`src/rtl/hex_display_pkg.sv`:
```
// hex_display_pkg: active-low seven-segment patterns and scan-index sizing for hex_display_scanner
package hex_display_pkg;
    localparam logic [6:0] SEG_0 = 7'h40;
    localparam logic [6:0] SEG_1 = 7'h79;
    localparam logic [6:0] SEG_2 = 7'h24;
    localparam logic [6:0] SEG_3 = 7'h30;
    localparam logic [6:0] SEG_4 = 7'h19;
    localparam logic [6:0] SEG_5 = 7'h12;
    localparam logic [6:0] SEG_6 = 7'h02;
    localparam logic [6:0] SEG_7 = 7'h78;
    localparam logic [6:0] SEG_8 = 7'h00;
    localparam logic [6:0] SEG_9 = 7'h10;
    localparam logic [6:0] SEG_A = 7'h08;
    localparam logic [6:0] SEG_B = 7'h03;
    localparam logic [6:0] SEG_C = 7'h46;
    localparam logic [6:0] SEG_D = 7'h21;
    localparam logic [6:0] SEG_E = 7'h06;
    localparam logic [6:0] SEG_F = 7'h0E;
    localparam logic [6:0] SEG_BLANK = 7'h7F;
    localparam logic [6:0] SEG_TABLE [16] = '{SEG_0, SEG_1, SEG_2, SEG_3, SEG_4, SEG_5, SEG_6, SEG_7,
                                              SEG_8, SEG_9, SEG_A, SEG_B, SEG_C, SEG_D, SEG_E, SEG_F};
    function automatic int scan_width(input int n);
        return (n > 1) ? $clog2(n) : 1;
    endfunction
endpackage

```
`src/rtl/hex_to_seg.sv`:
```
// hex_to_seg: combinational hex digit to active-low {g,f,e,d,c,b,a} segment decoder
module hex_to_seg
    import hex_display_pkg::*;
(
    input  logic [3:0] hex,
    output logic [6:0] seg
);
    assign seg = SEG_TABLE[hex];
endmodule

```
`src/rtl/hex_display_scanner.sv`:
```
// hex_display_scanner: keypad digit shift register driving a multiplexed common-anode 7-seg display
// Optional LEADING_ZERO_BLANK_EN blanks leading zero digits (digit 0 always shown).
module hex_display_scanner
    import hex_display_pkg::*;
#(
    parameter int NUM_DIGITS  = 4,
    parameter int REFRESH_DIV = 100000
) (
    input  logic                  clock,
    input  logic                  reset,
    input  logic [3:0]            hex_in,
    input  logic                  hex_valid,
    input  logic                  clear,
    output logic [6:0]            seg_n,
    output logic [NUM_DIGITS-1:0] an_n
);
    localparam int SW = scan_width(NUM_DIGITS);
    localparam int PW = $clog2(REFRESH_DIV);
    logic [NUM_DIGITS-1:0][3:0] digits;
    logic [PW-1:0]              presc;
    logic [SW-1:0]              scan_idx;
    logic                       valid_q;
    logic                       tick;
    logic                       blank;
    logic [3:0]                 cur;
    logic [6:0]                 seg;
    assign tick = presc == PW'(REFRESH_DIV - 1);
    assign cur  = digits[scan_idx];
    hex_to_seg u_dec (.hex(cur), .seg(seg));
`ifdef LEADING_ZERO_BLANK_EN
    logic [NUM_DIGITS-1:0] lead_zero;
    always_comb begin
        lead_zero = '0;
        lead_zero[NUM_DIGITS-1] = digits[NUM_DIGITS-1] == 4'h0;
        for (int i = NUM_DIGITS - 2; i >= 0; i--)
            lead_zero[i] = lead_zero[i+1] && digits[i] == 4'h0;
    end
    assign blank = scan_idx != '0 && lead_zero[scan_idx];
`else
    assign blank = 1'b0;
`endif
    // The tick cycle is blanked so the old pattern never flashes on the next anode
    always_ff @(posedge clock or posedge reset) begin
        if (reset) begin
            digits   <= '0;
            presc    <= '0;
            scan_idx <= '0;
            valid_q  <= 1'b0;
            seg_n    <= SEG_BLANK;
            an_n     <= '1;
        end else begin
            valid_q <= hex_valid;
            presc   <= tick ? '0 : presc + 1'b1;
            if (tick)
                scan_idx <= (scan_idx == SW'(NUM_DIGITS - 1)) ? '0 : scan_idx + 1'b1;
            if (clear)
                digits <= '0;
            else if (hex_valid && !valid_q)
                digits <= {digits[NUM_DIGITS-2:0], hex_in};
            an_n  <= tick ? '1 : ~(NUM_DIGITS'(1) << scan_idx);
            seg_n <= (tick || blank) ? SEG_BLANK : seg;
        end
    end
endmodule

```
`config.mk`:
```
export PLATFORM = sky130hd
export DESIGN_NAME = hex_display_scanner
export DESIGN_NICKNAME = d
export VERILOG_FILES = /design/src/rtl/hex_display_pkg.sv /design/src/rtl/hex_to_seg.sv /design/src/rtl/hex_display_scanner.sv
export SDC_FILE = /design/constraint.sdc
export NUM_CORES = 1
export LEC_CHECK = 0
export BUFFER_PORTS_ARGS = -buffer_cell sky130_fd_sc_hd__buf_2
export CAP_MARGIN = 10
export CORE_UTILIZATION = 41
export CTS_BUF_LIST = sky130_fd_sc_hd__clkbuf_2
export DETAILED_ROUTE_END_ITERATION = 10
export PLACE_DENSITY = 0.65
export SLEW_MARGIN = 20
export SYNTH_ARGS = -nofsm -noshare
export SYNTH_HDL_FRONTEND = slang
export SYNTH_SLANG_ARGS = --single-unit
```
`constraint.sdc`:
```
create_clock -name clock -period 2.8 [get_ports clock]
set_input_delay 0.42 -clock clock [delete_from_list [all_inputs] [get_ports clock]]
set_output_delay 0.42 -clock clock [all_outputs]
set_load 0.005 [all_outputs]
```
=== After elaboration in Yosys (flattened, before gate mapping) ===
Memory sizes are Yosys's and may differ from the RTL's.
Cells that the tools add are included.

* Bits in registers: 47
* Bits in latches: 0
* Bits in writable memories: 0
* ROM bits: 112
* Bits of input ports: 8
* Word-level logic and storage cells: 32
* Memories: 1

{| class="wikitable"
|+ Memory list
! memory !! words !! bits a word !! read ports !! clocked after memory_dff !! write ports !! line !! text
|-
| (no name shown) || 16 || 7 || 1 || 0 || 0 || hex_to_seg.sv:8 || <nowiki>assign seg = SEG_TABLE[hex];</nowiki>
|}

* Add/subtract/negate cells: 2
* $mul: 0
* Divide/modulo/power cells: 0
* Magnitude comparators: 2
* Equal/unequal tests: 2
* Shift-type cells: 1
* Multiplexer cells: 10
* Bitwise operators: 2
* Reduce and logical (&&, ||, !) cells: 3

{| class="wikitable"
|+ Operator list
! cell !! count
|-
| two-way mux 16 bit || 2
|-
| two-way mux 7 bit || 3
|-
| adder 17 x 1 -> 17 bit, second input constant || 1
|-
| equality test 17 bit, second input constant || 1
|-
| two-way mux 17 bit || 1
|-
| binary-select mux 4 bit (select 2 bit) || 1
|-
| two-way mux 4 bit || 2
|-
| greater-or-equal comparator 5 bit, second input constant || 1
|-
| inverter 4 -> 5 bit || 1
|-
| inverter 4 bit || 1
|-
| << shifter 1 x 2 -> 4 bit, first input constant || 1
|-
| < comparator 2 x 3 -> 1 bit, second input constant || 1
|-
| adder 2 x 1 -> 2 bit, second input constant || 1
|-
| equality test 2 bit, second input constant || 1
|-
| two-way mux 2 bit || 1
|-
| nonzero test 2 bit || 1
|-
| logical AND 1 bit || 1
|-
| logical NOT 1 bit || 1
|}

=== Depth between registers and ports, before layout ===
Gate-level depths: netlist (run 1).

* Word-level depth: 7
* Mapped depth: 7
* Depth with buffers taken out: 6

=== Modules after synthesis ===
A second synthesis (run 1) with hierarchy kept.

* Cell total of the unflattened synthesis: 220
* Area total of the unflattened synthesis: 2337.2 µm²

{| class="wikitable"
|+ Modules (own cells, without submodules)
! module !! instances !! cells each !! area each (µm²) !! seq. area each (µm²)
|-
| hex_display_scanner || 1 || 188 || 2062.0 || 1189.9
|-
| hex_to_seg || 1 || 32 || 275.3 || 0.0
|}

=== Worst setup path before layout (run 1) ===
OpenSTA, ideal clock, no wires.

* Path kind: flip-flop to flip-flop
* Start point: reg presc[0]
* End point: reg presc[1]
* Data arrival time: 1.844 ns
* Setup slack: 0.837 ns
* Cell stages (with the launch flop): 8
* Buffers on the path: 2
* Period minus slack after synthesis: 1.963 ns
* Path through: dfrtp_1 > ha_1 > and4_1 > clkbuf_1 > nand2_1 > or4_1 > buf_2 > and2_1

* Cells in the longest elaborated chain, start to end: 2
* Elaborated cells between the ends (all ways): 3
* Those cells by class: add/sub (1); eq/ne (1); mux (1)

{| class="wikitable"
|+ RTL lines
! item !! line !! text
|-
| start: declaration || hex_display_scanner.sv:20 || <nowiki>logic [PW-1:0] presc;</nowiki>
|-
| start signal: assignment || hex_display_scanner.sv:53 || <nowiki>presc <= tick ? '0 : presc + 1'b1;</nowiki>
|-
| adder 17 x 1 -> 17 bit or equality test 17 bit (tied branches) || hex_display_scanner.sv:53, hex_display_scanner.sv:27 ||
|-
| two-way mux 17 bit * || hex_display_scanner.sv:53 ||
|}

Every way passes the cells marked *; elsewhere a longest branch is shown, timed or not.
A chain may end at the register's enable or synchronous reset.

=== Worst setup path after layout (run 1) ===
* Start point: reg presc[13]
* End point: reg presc[1]

* Cells in the longest elaborated chain, start to end: 2

{| class="wikitable"
|+ RTL lines
! item !! line !! text
|-
| equality test 17 bit || hex_display_scanner.sv:27 || <nowiki>assign tick = presc == PW'(REFRESH_DIV - 1);</nowiki>
|-
| two-way mux 17 bit || hex_display_scanner.sv:53 ||
|}

Every way passes these cells.

==> results of run 1 <==
## metrics by stage
step	utilization (%)	std cells	instance area, um^2
6_report	47.95	303	2511
3_5_place_dp	46.15	295	2417
4_1_cts	47.92	303	2510
5_1_grt	47.95	303	2511
2_1_floorplan	-	218	2277
3_3_place_gp	46.15	295	2417
## area by class of cell
type / instances / area share (%)
multi-input cells: 152 / 40.31
flip-flops and latches: 47 / 47.38
repair buffers: 20 / 4.185
well taps: 70 / 3.488
clock buffers: 5 / 0.9965
inverters: 6 / 0.9467
clock inverters: 3 / 2.691
## worst max-delay path: stages (launching register included)
cell,delay [ps]
dfrtp_1,470
nand4bb_1,180
or4_4,510
or4_1,700
and2_1,250
## placed cells by master, fill, tap and decap left out, drive strengths merged, types with 6 or more instances in the layout
master	count
nand2	46
dfrtp	36
buf	20
a21oi	19
ha	11
dfstp	11
nor2	8
xor2	8
nand3	8
xnor2	6
## routing by layer
layer / vias to the layer above / GRT usage (%) / share of wire [%]
met1: 763 / 21.18 / 50
met4: 0 / 5.769 / 1.3
met3: 5 / 3.593 / 3.2
met2: 25 / 23.87 / 45
li1: 771 / - / -
met5: - / 0 / 0
## kinds of logic after synthesis
logic type               after synthesis  share of synthesized area, %
buffers and inverters                 19                         3.296
AO/OA/AOI/OAI                         34                         9.231
flip-flops                            47                         52.25
AND/OR/NAND/NOR                       86                         18.41
XOR/XNOR                              14                         5.385
adder cells (fa/ha/maj)               11                         6.044
multiplexers                           7                         5.385
## report_power, final
| group | switching, uW | internal, uW |
|---|---|---|
| clock | 219 | 240 |
| sequential | 4.66 | 699 |
| combinational | 48.6 | 28.5 |
| total | 272 | 967 |
## Yosys cell counts, drive strengths merged (5+ instances only)
cell	number
nor2	8
o21ai	5
dfrtp	36
nand3	8
a21oi	19
xnor2	6
ha	11
clkbuf	9
nand2	46
inv	6
dfstp	11
xor2	8
## flip-flops by register name, indices dropped and copies added, names as in the netlist
signal    flops
presc        17
digits       16
scan_idx      2
valid_q       1
an_n          4
seg_n         7
## how the worst min path moves through the flow
stage	slack [ps]	end
final	90	presc[6]
after global placement	460	presc[0]
after floorplan	450	presc[0]
after detailed placement	480	presc[0]
after CTS	90	valid_q
after global routing	50	valid_q
==> impl_metrics.toml, run 1 <==
[routing]
wirelength_um = 3975
drtAntennaViolNets = 0
wl_per_cell_um = 13.12
route.detailed.drc = 0
via_per_inst = 5.162
drt_iter0_drc = 68
vias = 1564
dr.pass1.iters = 4

[logic_synthesis]
yosysUniqueCellTypes = 41
synthTopCellsByArea = "dfrtp_1 40%, dfstp_2 13%, nand2_1 7.6%, ha_1 6.0%, a21oi_1 4.2%"
synth_top_area_share_pct = 39.56
syn_inst = 218
synth_flop_cell = "dfrtp_1"
syn_nets = 237
yosys.area.top_type = "dfrtp_1"
synth-async-reset-ratio_pct = 100.0
syn-cell-area_um2 = 2277
avgSynthCellArea_um2 = 10.45
ys_seq_area_share_pct = 52.25
ys_ff_latch = 47
synth_warnings = 0
synth_edf_count = 0

[cts]
cts.clk_slew.worst_paths_ps = 230
cts_root_buffer = "clkbuf_2"
clock_sink_count = 47
numCtsBuffers = 5
postCtsHoldBufs = 0
clock_latency_ps = 410
cts_resized = 0
ctsHtreeMaxLevel = 2
cts_tree = "built"
clk_path_buf_depth = 2
cts_setup_buffers = 0

[timing]
tightestPinTransition_ps = 784.5
finalCriticalPeriod_ps = 2194
setup_viol = 0
rsz0062_at_grt = "false"
slew_violations = 0
clock.fmax_mhz = 455.8
period_share_pct = 78.36
fin_hold_ws_ps = 89.46
fin_ws_ps = 605.9
skew_ps = 10.09
finalHoldViolCount = 0
finalSetupTns_ps = 0
maxSlewHeadroom_pct = 47.64

[placement]
dpl.hpwl_um = 2724
post-place-ws_ps = 631.7
gp_congestion = 0.7854
numPortBuffers = 18

[floorplanning]
io-pin-count = 19
die_w_um = 76.53
initial_core_util_pct = 43.48
core_area_um2 = 5238
die-area_um2 = 5856
row_count = 26
die_y_um = 76.53

[setup_path]
reg2reg_slack_ps = 610
critPathLaunchType = "flip-flop"
crit_fanout = 10
crit_type = "flip-flop to flip-flop"
worstReg2RegStart = "presc[13]"
critical_path.endpoint = "presc[1]"
crit_arrival_ps = 2520
rr_worst_depth = 4
endpoint_kind = "flip-flop"
startpoint = "presc[13]"
worstReg2RegEnd = "presc[1]"
required_ps = 3130

[power_and_ir_drop]
p_leak_uw = 0.001093
ir_drop_v = 0.0001884
total_power_uw = 1239
cellPowerDensity_nw_per_um2 = 493.5

[run_status]
status = "finished, final reports clean"

[global_routing]
grt_start_max_net_pins = 48
first_global_vias = 1520
grt_pass1_wl_um = 7120
grtUsageTotal_pct = 15.48
antenna_found_initial = 0
grt.overflow.total = 0

[min_path]
hold_class = "input port to async pin"

[cells_and_area]
seqCellArea_um2 = 1190
multi_input_area_um2 = 1012
diodes = 0
area_growth_pct = 10.27
final_nets = 251
nFillCells = 489
drive_gt1_share_pct = 20.60

[run]
maxCapViolCount = 0
No activity file was read; power rests on OpenSTA's default activity.
==> inputs of run 2 (changes only) <==
Settings changed: ABC_AREA set to 1, PLACE_DENSITY 0.65 to 0.67.
Clock period 2.8 ns to 2 ns, I/O delays scaled along.
==> run 2 against run 1 <==
  * Cell area up 9.7%
  * Hold slack got worse by 21 ps
  * Sequential share of layout area is 4.2 points lower
  * Combinational power up 43%
  * Area after synthesis increased by 9.9%
  * Wire length increased by 20%
  * Synthesized cell count is 39% higher
  * Largest cell class unchanged
  * Utilization fell by 1.4 points
  * Maximum frequency grew 23%
  * Cell count increased by 33%
  * Register-to-register slack got worse by 390 ps
  * Global-route usage is 1.3 points higher
==> impl_metrics.toml, run 2 <==
[cts]
clock_latency_ps = 440
ctsHtreeMaxLevel = 2
cts_setup_buffers = 0
cts_resized = 0
cts.clk_slew.worst_paths_ps = 260
clk_path_buf_depth = 2
cts_root_buffer = "clkbuf_2"
cts_tree = "built"
clock_sink_count = 47
numCtsBuffers = 5

[logic_synthesis]
synth_top_area_share_pct = 35.98
synth_edf_count = 0
synth_flop_cell = "dfrtp_1"
synth-async-reset-ratio_pct = 100.0
avgSynthCellArea_um2 = 8.290
syn_inst = 302
yosysUniqueCellTypes = 29
synth_warnings = 0
ys_ff_latch = 47
synthTopCellsByArea = "dfrtp_1 36%, dfstp_2 12%, nand2_1 10%, inv_1 7.0%, nand3_1 6.6%"
syn_nets = 321
ys_seq_area_share_pct = 47.53
syn-cell-area_um2 = 2504
synthTopCellsByCount = "69 x nand2_1, 47 x inv_1, 36 x dfrtp_1"
yosysMostFrequentCell = "nand2_1"
yosys.area.top_type = "dfrtp_1"

[floorplanning]
die-area_um2 = 6423
core_area_um2 = 5921
die_y_um = 80.15
row_count = 28
die_w_um = 80.15
initial_core_util_pct = 42.29
io-pin-count = 19

[routing]
wirelength_um = 4752
drt_iter0_drc = 61
via_per_inst = 4.868
drtAntennaViolNets = 0
dr.pass1.iters = 4
route.detailed.drc = 0
wl_per_cell_um = 11.82
vias = 1957

[timing]
finalCriticalPeriod_ps = 1783
finalSetupTns_ps = 0
skew_ps = 36.47
finalHoldViolCount = 0
rsz0062_at_grt = "false"
slew_violations = 0
tightestPinTransition_ps = 1042
setup_viol = 0
period_share_pct = 89.14
maxSlewHeadroom_pct = 30.04
fin_ws_ps = 217.3
clock.fmax_mhz = 560.9

[cells_and_area]
multi_input_area_um2 = 1085
final_cells = 402
largest_reg_flops = 17
regMostFlops = "presc"
nFillCells = 584
area_growth_pct = 9.995
largestRegisters = "presc x17, digits x16, seg_n x7"
mostFrequentLayoutCell = "nand2_1"
seqCellArea_um2 = 1190
drive_gt1_share_pct = 18.96
final_nets = 345
diodes = 0
final_util_pct = 46.51
final_cell_mix = "69 x nand2_1, 46 x inv_1, 36 x dfrtp_1"

[placement]
gp_congestion = 0.8268
post-place-ws_ps = 269.8
dpl.hpwl_um = 3416
placed_cells = 392
numPortBuffers = 18

[power_and_ir_drop]
total_power_uw = 1632
p_leak_uw = 0.001326
ir_drop_v = 0.0003056
cellPowerDensity_nw_per_um2 = 592.5

[setup_path]
crit_arrival_ps = 2170
crit_path_max_incr_delay_ps = 660
slowest_stage = "dfrtp_1"
endpoint_kind = "flip-flop"
worstReg2RegStart = "scan_idx[0]"
crit_chain = "inv_6 > nand2_1 > nand3_1 > nand2_1 > inv_1 > ha_1 > inv_1 > nand2_1 > nand3_1 > nand3_1"
crit_type = "flip-flop to flip-flop"
startpoint = "scan_idx[0]"
crit_fanout = 12
required_ps = 2390
critPathLaunchType = "flip-flop"

[global_routing]
grt_pass1_wl_um = 8217
grt.overflow.total = 0
antenna_found_initial = 0
first_global_vias = 1754
grt_start_max_net_pins = 48
grtUsageTotal_pct = 16.76

[run_status]
status = "finished, final reports clean"

[min_path]
hold_start = "hex_in[1]"
hold_class = "input port to flip-flop"

[run]
maxCapViolCount = 0
run 2: cell count changes in the layout (fill, tap and decap cells not counted), sizes merged, moves of 7 or more:
cell   previous run  this run
nor3              0         7
o22ai             0        12
a21oi            19         1
nor2              8        32
inv               5        51
nand3             8        36
nand2            46        75
run 2: power breakdown:
group / leakage, uW / switching (uW) / total (uW) / internal (uW)
Sequential: 0.000599 / 6.70 / 986 / 979
Combinational: 0.000688 / 72.2 / 110 / 38.3
Clock: 0.0000392 / 319 / 535 / 216
Total: 0.00133 / 398 / 1630 / 1230
run 2: repair_timing:
item / CTS / global route
setup endpoints to repair: 0 / 0
hold buffers: 2 / 0
hold endpoints to repair: 31 / 0
run 2: cells by family after synthesis:
kind of cell / share of synthesized area, %
buffers and inverters: 9.145
adder cells (fa/ha/maj): 5.497
AO/OA/AOI/OAI: 5.047
flip-flops: 47.53
AND/OR/NAND/NOR: 29.64
XOR/XNOR: 3.149
run 2: routing by layer:
layer,vias up,track usage [%],part of all wire [%]
met5,-,0,0
met2,41,25.98,44
met4,0,4.821,1.2
met3,5,3.750,4.8
li1,1003,-,-
met1,908,23.31,50
run 2: critical path: cells and delay by family (launching register included):
family        cells  cell delay [ps]
simple gates      6              550
buf+inv           3              280
flops             1              660
fa+ha+maj         1              240
run 2: worst paths after layout:
kind	cells past startpoint	to	slack (ps)
min in group asynchronous	4	scan_idx[0]	500
setup / recovery	10	seg_n[0]	220
hold / removal	3	digits[1]	70
max in group asynchronous	4	an_n[3]	1080
setup reg to reg	10	seg_n[0]	220
hold reg to reg	1	presc[0]	490
run 2: cell type report:
| type | count | share of cell area [%] |
|---|---|---|
| clock buffer | 6 | 1.090 |
| multi-input combinational | 199 | 39.39 |
| timing repair buffer | 21 | 4.271 |
| sequential | 47 | 43.21 |
| inverter | 52 | 7.269 |
| tap | 75 | 3.408 |
| clock inverter | 2 | 1.363 |
run 2: stage by stage:
| step | cell area [um^2] | hold WS [ps] |
|---|---|---|
| 2_1_floorplan | 2504 | 331.4 |
| 3_3_place_gp | 2666 | 422.8 |
| 3_5_place_dp | 2666 | 422.9 |
| 4_1_cts | 2754 | 56.25 |
| 5_1_grt | 2754 | 53.07 |
| 6_report | 2754 | 68.63 |
